`config.mk`:
```
export PLATFORM = sky130hd
export DESIGN_NAME = core_seq_ctrl
export DESIGN_NICKNAME = d
export VERILOG_FILES = /design/src/rtl/core_seq_ctrl.sv
export SDC_FILE = /design/constraint.sdc
export NUM_CORES = 1
export LEC_CHECK = 0
export CAP_MARGIN = 20
export CELL_PAD_IN_SITES_DETAIL_PLACEMENT = 1
export CELL_PAD_IN_SITES_GLOBAL_PLACEMENT = 2
export CORE_AREA = 2 2 146 148
export DETAILED_ROUTE_END_ITERATION = 6
export DIE_AREA = 0 0 148 150
export PLACE_DENSITY_LB_ADDON = 0.1
export SLEW_MARGIN = 20
export SYNTH_ARGS = -nofsm -noshare
export SYNTH_HDL_FRONTEND = slang
export SYNTH_SLANG_ARGS = --single-unit
```
`constraint.sdc`:
```
create_clock -name clk_i -period 5.5 [get_ports clk_i]
set_input_delay 1.1 -clock clk_i [delete_from_list [all_inputs] [get_ports clk_i]]
set_output_delay 1.1 -clock clk_i [all_outputs]
set_load 0.02 [all_outputs]
```
`src/rtl/core_seq_ctrl.sv`:
```
// core_seq_ctrl: multi-cycle RV32I sequencer. Owns PC and instruction
// register, runs the imem/dmem request handshakes and steps each
// instruction through decode/exec/mem/writeback, one in flight.
// Ports:
//   clk_i, rst_ni                  clock, async active-low reset
//   imem_req/addr/gnt/rvalid/rdata instruction fetch port
//   inst_o, format_i               instruction to decoder, its class back
//   pc_o                           PC of current instruction
//   branch_taken_i, target_i       ALU compare result and target (EXEC)
//   dmem_req/we/gnt/rvalid         data port handshake
//   rf_we_o, wb_sel_o              regfile write strobe and source select
//   trap_o, instret_o              sticky trap, retired-instruction count

package types;
  typedef enum logic [2:0] {
    R_TYPE, I_TYPE, S_TYPE, B_TYPE, U_TYPE, J_TYPE, INVALID_TYPE
  } inst_format_e;
endpackage

module core_seq_ctrl #(
  parameter logic [31:0] RESET_PC = 32'h0000_0000,
  parameter int          CNT_W    = 32
) (
  input  logic                clk_i,
  input  logic                rst_ni,
  output logic                imem_req_o,
  output logic [31:0]         imem_addr_o,
  input  logic                imem_gnt_i,
  input  logic                imem_rvalid_i,
  input  logic [31:0]         imem_rdata_i,
  output logic [31:0]         inst_o,
  input  types::inst_format_e format_i,
  output logic [31:0]         pc_o,
  input  logic                branch_taken_i,
  input  logic [31:0]         target_i,
  output logic                dmem_req_o,
  output logic                dmem_we_o,
  input  logic                dmem_gnt_i,
  input  logic                dmem_rvalid_i,
  output logic                rf_we_o,
  output logic [1:0]          wb_sel_o,
  output logic                trap_o,
  output logic [CNT_W-1:0]    instret_o
);

  typedef enum logic [2:0] {
    S_FETCH, S_FWAIT, S_DECODE, S_EXEC, S_MEM, S_MWAIT, S_WB, S_TRAP
  } state_e;

  localparam logic [6:0] OP_LOAD   = 7'b0000011;
  localparam logic [6:0] OP_STORE  = 7'b0100011;
  localparam logic [6:0] OP_BRANCH = 7'b1100011;
  localparam logic [6:0] OP_JAL    = 7'b1101111;
  localparam logic [6:0] OP_JALR   = 7'b1100111;

  state_e           state_q, state_d;
  logic [31:0]      pc_q, pc_d;
  logic [31:0]      inst_q, inst_d;
  logic             taken_q, taken_d;
  logic [31:0]      target_q, target_d;
  logic [CNT_W-1:0] instret_q, instret_d;

  logic imem_req, dmem_req, dmem_we, rf_we, trap;
  logic [1:0] wb_sel;

  logic [6:0] opcode;
  logic is_load, is_store, is_branch, is_jump;

  assign opcode    = inst_q[6:0];
  assign is_load   = (opcode == OP_LOAD);
  assign is_store  = (opcode == OP_STORE);
  assign is_branch = (opcode == OP_BRANCH);
  assign is_jump   = (opcode == OP_JAL) || (opcode == OP_JALR);

  always_ff @(posedge clk_i or negedge rst_ni) begin
    if (!rst_ni) begin
      state_q   <= S_FETCH;
      pc_q      <= RESET_PC;
      inst_q    <= 32'h0000_0013;
      taken_q   <= 1'b0;
      target_q  <= 32'h0;
      instret_q <= '0;
    end else begin
      state_q   <= state_d;
      pc_q      <= pc_d;
      inst_q    <= inst_d;
      taken_q   <= taken_d;
      target_q  <= target_d;
      instret_q <= instret_d;
    end
  end

  always_comb begin
    state_d   = state_q;
    pc_d      = pc_q;
    inst_d    = inst_q;
    taken_d   = taken_q;
    target_d  = target_q;
    instret_d = instret_q;
    imem_req  = 1'b0;
    dmem_req  = 1'b0;
    dmem_we   = 1'b0;
    rf_we     = 1'b0;
    wb_sel    = 2'd0;
    trap      = 1'b0;
    case (state_q)
      S_FETCH: begin
        imem_req = 1'b1;
        if (imem_gnt_i) state_d = S_FWAIT;
      end
      S_FWAIT: begin
        if (imem_rvalid_i) begin
          inst_d  = imem_rdata_i;
          state_d = S_DECODE;
        end
      end
      S_DECODE: begin
        state_d = (format_i == types::INVALID_TYPE) ? S_TRAP : S_EXEC;
      end
      S_EXEC: begin
        taken_d  = branch_taken_i;
        target_d = target_i;
        // misaligned redirect traps with pc untouched
        if ((is_jump || (is_branch && branch_taken_i)) && (target_i[1:0] != 2'b00))
          state_d = S_TRAP;
        else if (is_load || is_store)
          state_d = S_MEM;
        else
          state_d = S_WB;
      end
      S_MEM: begin
        dmem_req = 1'b1;
        dmem_we  = is_store;
        if (dmem_gnt_i) state_d = S_MWAIT;
      end
      S_MWAIT: begin
        if (dmem_rvalid_i) state_d = S_WB;
      end
      S_WB: begin
        rf_we     = !(is_store || is_branch);
        wb_sel    = is_load ? 2'd1 : (is_jump ? 2'd2 : 2'd0);
        pc_d      = (is_jump || (is_branch && taken_q)) ? target_q : pc_q + 32'd4;
        instret_d = instret_q + CNT_W'(1);
        state_d   = S_FETCH;
      end
      S_TRAP: begin
        trap = 1'b1;
      end
      default: state_d = S_FETCH;
    endcase
  end

  // FETCH is the reset state; keep the fetch request quiet while reset is held
  assign imem_req_o  = imem_req & rst_ni;
  assign imem_addr_o = pc_q;
  assign inst_o      = inst_q;
  assign pc_o        = pc_q;
  assign dmem_req_o  = dmem_req;
  assign dmem_we_o   = dmem_we;
  assign rf_we_o     = rf_we;
  assign wb_sel_o    = wb_sel;
  assign trap_o      = trap;
  assign instret_o   = instret_q;

endmodule

```
======== Yosys cells after proc, flatten, opt, wreduce, memory -nomap -nowiden ========
Index checks and enable logic that the tools add are counted.
word-level totals
  output and inout bits ................... 135
  word-level logic and storage cells ...... 57
  bits in registers ....................... 132
  input bits .............................. 74
operators by class
  bitwise gates (word level) .............. 1
  equal/unequal tests ..................... 17
  add/subtract/negate cells ............... 2
  reduce and logical (&&, ||, !) cells .... 14
  multiplexer cells ....................... 17
operators by type and width
  cell                                                                   number
  32-bit by 1-bit adder with 32-bit output, second input constant        1
  32-bit by 3-bit adder with 32-bit output, second input constant        1
  32-bit two-way mux                                                     1
  7-bit equality test, second input constant                             3
  3-bit one-hot mux with 7 select lines                                  1
  3-bit equality test, second input constant                             5
  3-bit two-way mux                                                      5
  2-bit two-way mux                                                      5
  2-bit inequality test, second input constant                           4
  7-bit by 2-bit equality test with 1-bit output, second input constant  1
  7-bit by 6-bit equality test with 1-bit output, second input constant  1
  7-bit nonzero test                                                     1
  3-bit by 2-bit equality test with 1-bit output, second input constant  2
  1-bit logical OR                                                       5
  1-bit two-way mux                                                      5
  5-bit AND reduction                                                    1
  3-bit by 1-bit equality test with 1-bit output, second input constant  1
  1-bit logical AND                                                      3
  3-bit logical NOT                                                      1
  2-bit AND reduction                                                    1
  2-bit nonzero test                                                     1
  1-bit AND                                                              1
  1-bit logical NOT                                                      1

======== Logic depth before layout (Yosys ltp) ========
Gate-level depths: netlist of the first run.
  word-level depth ........................ 6
  mapped depth ............................ 7
  gate-level depth less buffers ........... 6

======== Least setup slack after synthesis of the first run ========
OpenSTA, ideal clock, no wires.
  path kind ............................... reg2out
  from .................................... reg state_q[0]
  to ...................................... out wb_sel_o[1]
  buffers on the path ..................... 3
  arrival time ............................ 1823 ps
  setup slack ............................. 2577 ps
  cell stages (with the launch flop) ...... 6
  data required time ...................... 4400 ps
  cell sequence ........................... dfrtp_1 > buf_2 > nand3b_1 > clkbuf_1 > buf_1 > nor4_1
on the way
  word-level cells in the longest chain between the ends .. 2
ends and longest elaborated chain
  item                    line  source
  from (decl)             56    state_e state_q, state_d;
  from (signal assigned)  84    state_q <= state_d;
  3-bit equality test     106   case (state_q)
  2-bit two-way mux       106
  to (decl)               41    output logic [1:0] wb_sel_o,
Every way passes these cells.

======== Worst setup path in the final report of the first run ========
  from .................................... reg inst_q[0] (netlist: inst_o[0])
  to ...................................... out wb_sel_o[0]
on the way
  word-level cells in the longest chain between the ends .. 3
ends and longest elaborated chain
  item                                            line  source
  from (decl)                                     58    logic [31:0] inst_q, inst_d;
  from (signal assigned)                          86    inst_q <= inst_d;
  7-bit by 2-bit equality test with 1-bit output  70    assign is_load = (opcode == OP_LOAD);
  2-bit two-way mux                               141   wb_sel = is_load ? 2'd1 : (is_jump ? 2'd2 : 2'd0);
  2-bit two-way mux                               106
Every way passes these cells.

==> flow_metrics.tcl, run 1 <==
set metrics [dict create \
    firstDrtPassIters 4 \
    fp.coreArea_mm2 0.0207 \
    final_util 0.442 \
    cts_tree "done" \
    setup_viol 0 \
    fp.dieH_um 150 \
    status "completed" \
    syn_nets 649 \
    grt_pass1_wl_um 29900 \
    async_flop_share 1.00 \
    yosys_warnings 0 \
    worst_pin_slew_ns 1.07 \
    netlist_area_mm2 0.00632 \
    hpwl_um 13100 \
    n_fill_cell 2256 \
    dieArea_mm2 0.0222 \
    htree_levels 4 \
    layout_common_cells "207 x clkdlybuf4s50_1, 129 x dfrtp_1, 66 x mux2_2" \
    fin_worst_skew_ns 0.0150 \
    gp_congestion 0.729 \
    final_area_mm2 0.00914 \
    setup_tns_ns 0 \
    io_pins 209 \
    critical_path_required_ns 4.40 \
    ys.flop_type "dfrtp_1" \
    final_nets 823 \
    rsz0062_at_grt "no" \
    cts.sinks 132 \
    floorplan.initialDensity 0.305 \
    clockRootBuffer "clkbuf_16" \
    die_x_um 148 \
    slew_headroom 0.285 \
    post-synth-top-area-cell "dfrtp_1" \
    min_period_ns 3.56 \
    pwr_density_cell_mw_per_mm2 270 \
    grt_max_degree 60 \
    cp-end-kind "primary output" \
    drc 0 \
    cap_violations 0 \
    final_common_cell "clkdlybuf4s50_1" \
    holdBufCountCts 0 \
    wl_per_cell_um 17.9 \
    start_kind "flop" \
    cts_resized 0 \
    cts_setup_buffers 0 \
    crit_fanout 6 \
    placed_cell_area_mm2 0.00846 \
    final_layout_size_suffix_gt1_frac 0.153 \
    syn_to_final_growth_pct 44.8 \
    final.setup.worst_slack_ns 1.94 \
    viasPerCell 4.96 \
    ir_worst_vdd_uv 214 \
    crit_arrival_ns 2.46 \
    syn-instance-count 573 \
    initialDrtViolationCount 177 \
    synthTopCellsByArea "dfrtp_1 51%, mux2_2 12%, buf_4 3.8%" \
    critPathKind "flop to primary output" \
    clk_latency_ns 0.42 \
    grt_use_total 0.172 \
    ys_seq_elements 132 \
    max_freq_mhz 281 \
    ys_types 53 \
    rows 53 \
    synth_edf_count 0 \
    grt_pass1_vias 5612 \
    place_ws_ns 1.95 \
    ant_nets 0 \
    synth.top_cell.area_share 0.511 \
    antenna_found_initial 1 \
    fin_crit_sh 0.648 \
    finalHoldViolations 0 \
    routed_wl_um 18600 \
    port_buffers 208 \
    p_leak_nw 3.70 \
    holdCritPathClass "flop to flop" \
    cts_buffers 17 \
    syn_avg_cell_area_um2 11.0 \
    clkTransAtPathRegs_ns 0.06 \
    slew_violations 0 \
    vias 5140 \
    synth-seq-area-share 0.524 \
    grt_remaining_overflow 0 \
    clock_path_buffers 2 \
]
## state kept, by name, summed over array words and instances, names as in the netlist
| signal | flops |
|---|---|
| target_q | 32 |
| state_q | 3 |
| inst_o | 32 |
| taken_q | 1 |
| imem_addr_o | 32 |
| instret_o | 32 |
## layout make-up
class	instances	area, µm²	area share
clock inverters	12	226	0.0248
well taps	275	344	0.0376
inverters	9	33.8	0.00370
repair buffers	215	2140	0.234
multi-input cells	372	2640	0.288
clock buffers	20	457	0.0500
diodes	1	2.50	0.000274
flip-flops and latches	132	3310	0.362
## critical path, stage by stage (launching register included)
cell	delay [ns]
dfstp_2	0.54
nand3b_1	0.19
nor4_1	0.37
nor3b_1	0.28
clkdlybuf4s50_1	0.65
## final timing paths
check	start	end	slack [ns]	depth (start not counted)
max	inst_o[0]	wb_sel_o[0]	1.94	4
min	instret_o[31]	instret_o[31]	0.48	1
max reg2reg	state_q[2]	instret_o[24]	2.94	6
min reg2reg	instret_o[31]	instret_o[31]	0.48	1
max in group asynchronous	rst_ni	inst_o[25]	3.25	3
min in group asynchronous	rst_ni	target_q[26]	0.56	1
## metrics by stage
step                      total power (W)  hold WS [ns]  std cells
after floorplan                   0.00106         0.464        573
after global placement            0.00117         0.467       1003
after detailed placement          0.00117         0.468       1003
after CTS                         0.00251         0.481       1035
after global routing              0.00257         0.510       1035
final                             0.00247         0.479       1036
## synthesized netlist by cell type (2+ instances only)
master	number
buf_1	5
nor3_1	14
or3_1	2
nor2b_1	2
nand3b_1	2
dfrtp_1	129
or4_1	2
a2bb2oi_1	8
nand2_1	40
nand4_1	19
mux2i_1	2
buf_4	32
xnor2_1	26
nand2b_1	2
a21oi_1	37
o31ai_1	3
dfstp_2	3
and2_1	2
buf_2	4
ha_1	2
and3_1	13
o22ai_1	10
inv_1	9
nand3_1	32
o311ai_0	2
mux2_2	66
a31oi_1	3
o21ai_0	17
clkbuf_1	18
o22a_1	4
nor4_1	6
and4_1	11
nor2_1	20
xor2_1	7
## power by group
part	total (W)	internal (W)	switching (W)	leakage, nW
Clock	0.00131	0.000876	0.000438	0.326
Sequential	0.00101	0.000997	0.0000143	1.71
Combinational	0.000142	0.0000845	0.0000574	1.67
## metal layers
layer,vias up,wire length (µm),track usage
met2,121,9430,0.294
met5,-,0,0
met1,2611,7890,0.210
met4,0,175,0.0429
met3,10,1080,0.0576
li1,2398,-,-
## cell families after synthesis
group           count (synthesis)  share of synthesized area
mux                            68                      0.121
simple gates                  173                      0.150
flops                         132                      0.524
fa+ha+maj                       2                    0.00396
compound gates                 96                     0.0951
xor+xnor                       33                     0.0458
buf+inv                        69                     0.0610
Power figures use the tool's default switching activity.
==> run 2, diff against run 1 <==
--- a/config.mk
+++ b/config.mk
@@ -8,9 +8,9 @@
 export CAP_MARGIN = 20
 export CELL_PAD_IN_SITES_DETAIL_PLACEMENT = 1
 export CELL_PAD_IN_SITES_GLOBAL_PLACEMENT = 2
-export CORE_AREA = 2 2 146 148
+export CORE_AREA = 2 2 159 161
 export DETAILED_ROUTE_END_ITERATION = 6
-export DIE_AREA = 0 0 148 150
+export DIE_AREA = 0 0 161 163
 export PLACE_DENSITY_LB_ADDON = 0.1
 export SLEW_MARGIN = 20
 export SYNTH_ARGS = -nofsm -noshare
==> constraint.sdc (replaced) <==
create_clock -name clk_i -period 2.97 [get_ports clk_i]
set_input_delay 0.594 -clock clk_i [delete_from_list [all_inputs] [get_ports clk_i]]
set_output_delay 0.594 -clock clk_i [all_outputs]
set_load 0.02 [all_outputs]
==> flow_metrics.tcl, run 2 (synthesized netlist as in run 1, its figures left out) <==
set metrics [dict create \
    setup.worst_path.start "inst_o[1]" \
    fin_crit_sh 0.945 \
    syn_to_final_growth_pct 46.6 \
    worst_pin_slew_ns 0.906 \
    cap_violations 0 \
    floorplan.initialDensity 0.256 \
    fp.dieH_um 163 \
    clkTransAtPathRegs_ns 0.06 \
    fp.coreArea_mm2 0.0247 \
    cts_setup_buffers 0 \
    reg2reg_slack_ns 0.71 \
    crit_path_end "wb_sel_o[1]" \
    grt_use_total 0.151 \
    status "completed" \
    grt_pass1_vias 5668 \
    total_power_w 0.00439 \
    final_common_cell "clkdlybuf4s50_1" \
    critPathKind "flop to primary output" \
    multi_input_area_mm2 0.00265 \
    cts_buffers 17 \
    cp-end-kind "primary output" \
    finalHoldViolations 0 \
    antenna_found_initial 1 \
    crit_fanout 6 \
    grt_pass1_wl_um 31200 \
    viasPerCell 4.67 \
    busiest_layer "met2" \
    vias 5150 \
    min_period_ns 2.81 \
    register_area_mm2 0.00331 \
    place_ws_ns 0.362 \
    final_layout_size_suffix_gt1_frac 0.166 \
    dieArea_mm2 0.0262 \
    r2r-end "imem_addr_o[15]" \
    ir_worst_vdd_uv 273 \
    layout_common_cells "204 x clkdlybuf4s50_1, 129 x dfrtp_1, 66 x mux2_2" \
    drc 0 \
    grt_max_degree 65 \
    wl_per_cell_um 17.6 \
    hpwl_um 13800 \
    worstReg2RegStart "inst_o[1]" \
    critical_path_required_ns 2.38 \
    n_fill_cell 2721 \
    initialDrtViolationCount 219 \
    grt_util_met1 0.192 \
    final.setup.worst_slack_ns 0.163 \
    max_freq_mhz 356 \
    holdCritPathClass "flop to flop" \
    start_kind "flop" \
    ant_nets 0 \
    setup_viol 0 \
    clk_latency_ns 0.42 \
    die_x_um 161 \
    pwr_density_cell_mw_per_mm2 475 \
    final_nets 834 \
    grt_remaining_overflow 0 \
    final_util 0.375 \
    rsz0062_at_grt "no" \
    min_path_cells 1 \
    rows 58 \
    cts.sinks 132 \
    gp_congestion 0.727 \
    firstDrtPassIters 4 \
    use_met2 0.248 \
    setup_tns_ns 0 \
    cts_tree "done" \
    worstRegToRegCells 5 \
    routed_wl_um 19400 \
    io_pins 209 \
    port_buffers 208 \
    p_leak_nw 3.76 \
    fin_worst_skew_ns 0.0106 \
    crit_arrival_ns 2.21 \
    htree_levels 4 \
    use_met3 0.0507 \
    hold-worst-slack_ns 0.483 \
    clockRootBuffer "clkbuf_16" \
    slew_violations 0 \
    clock_path_buffers 2 \
    slew_headroom 0.396 \
]
==> run 2: layout make-up <==
cell class,count,share of cell area
Multi-Input combinational cell,372,0.286
Inverter,9,0.00365
Clock inverter,12,0.0180
Clock buffer,20,0.0504
Sequential cell,132,0.357
Antenna cell,1,0.000270
Tap cell,330,0.0446
Timing Repair Buffer,226,0.240
==> run 2: per-layer routing <==
metal	routed length [µm]	vias up	part of all wire
met1	8600	2583	0.44
met2	9330	127	0.48
li1	-	2426	-
met3	1200	12	0.062
met5	13	-	0.00067
met4	201	2	0.010
==> run 2: power breakdown <==
group | internal, W | leakage [nW] | switching [W]
Sequential | 0.00185 | 1.71 | 0.0000277
Combinational | 0.000158 | 1.75 | 0.000108
Clock | 0.00140 | 0.305 | 0.000850
==> run 2: repair_timing <==
action / 4_1_cts / 5_1_grt
hold buffers: 1 / 0
hold endpoints to repair: 10 / 0
endpoints found under the setup margin: 2 / 1
pin swaps: 0 / 0
gates resized for setup: 3 / 1
==> run 2: through the flow <==
stage	instance area, µm²	std cells
floorplan	6320	573
global placement	8610	1068
detailed placement	8610	1068
CTS	9250	1101
global route	9260	1101
finish	9260	1102
==> run 2: worst min-delay path by stage <==
stage | start | end
global placement | rst_ni | imem_addr_o[24]
detailed placement | rst_ni | imem_addr_o[24]
floorplan | rst_ni | imem_addr_o[0]
CTS | instret_o[31] | instret_o[31]
global route | instret_o[31] | instret_o[31]
finish | instret_o[31] | instret_o[31]
==> run 2: worst max-delay path: stages (launching register included) <==
cell             delay, ns
dfstp_2               0.54
nand3b_1              0.22
nor4_1                0.35
clkdlybuf4s50_1       0.68
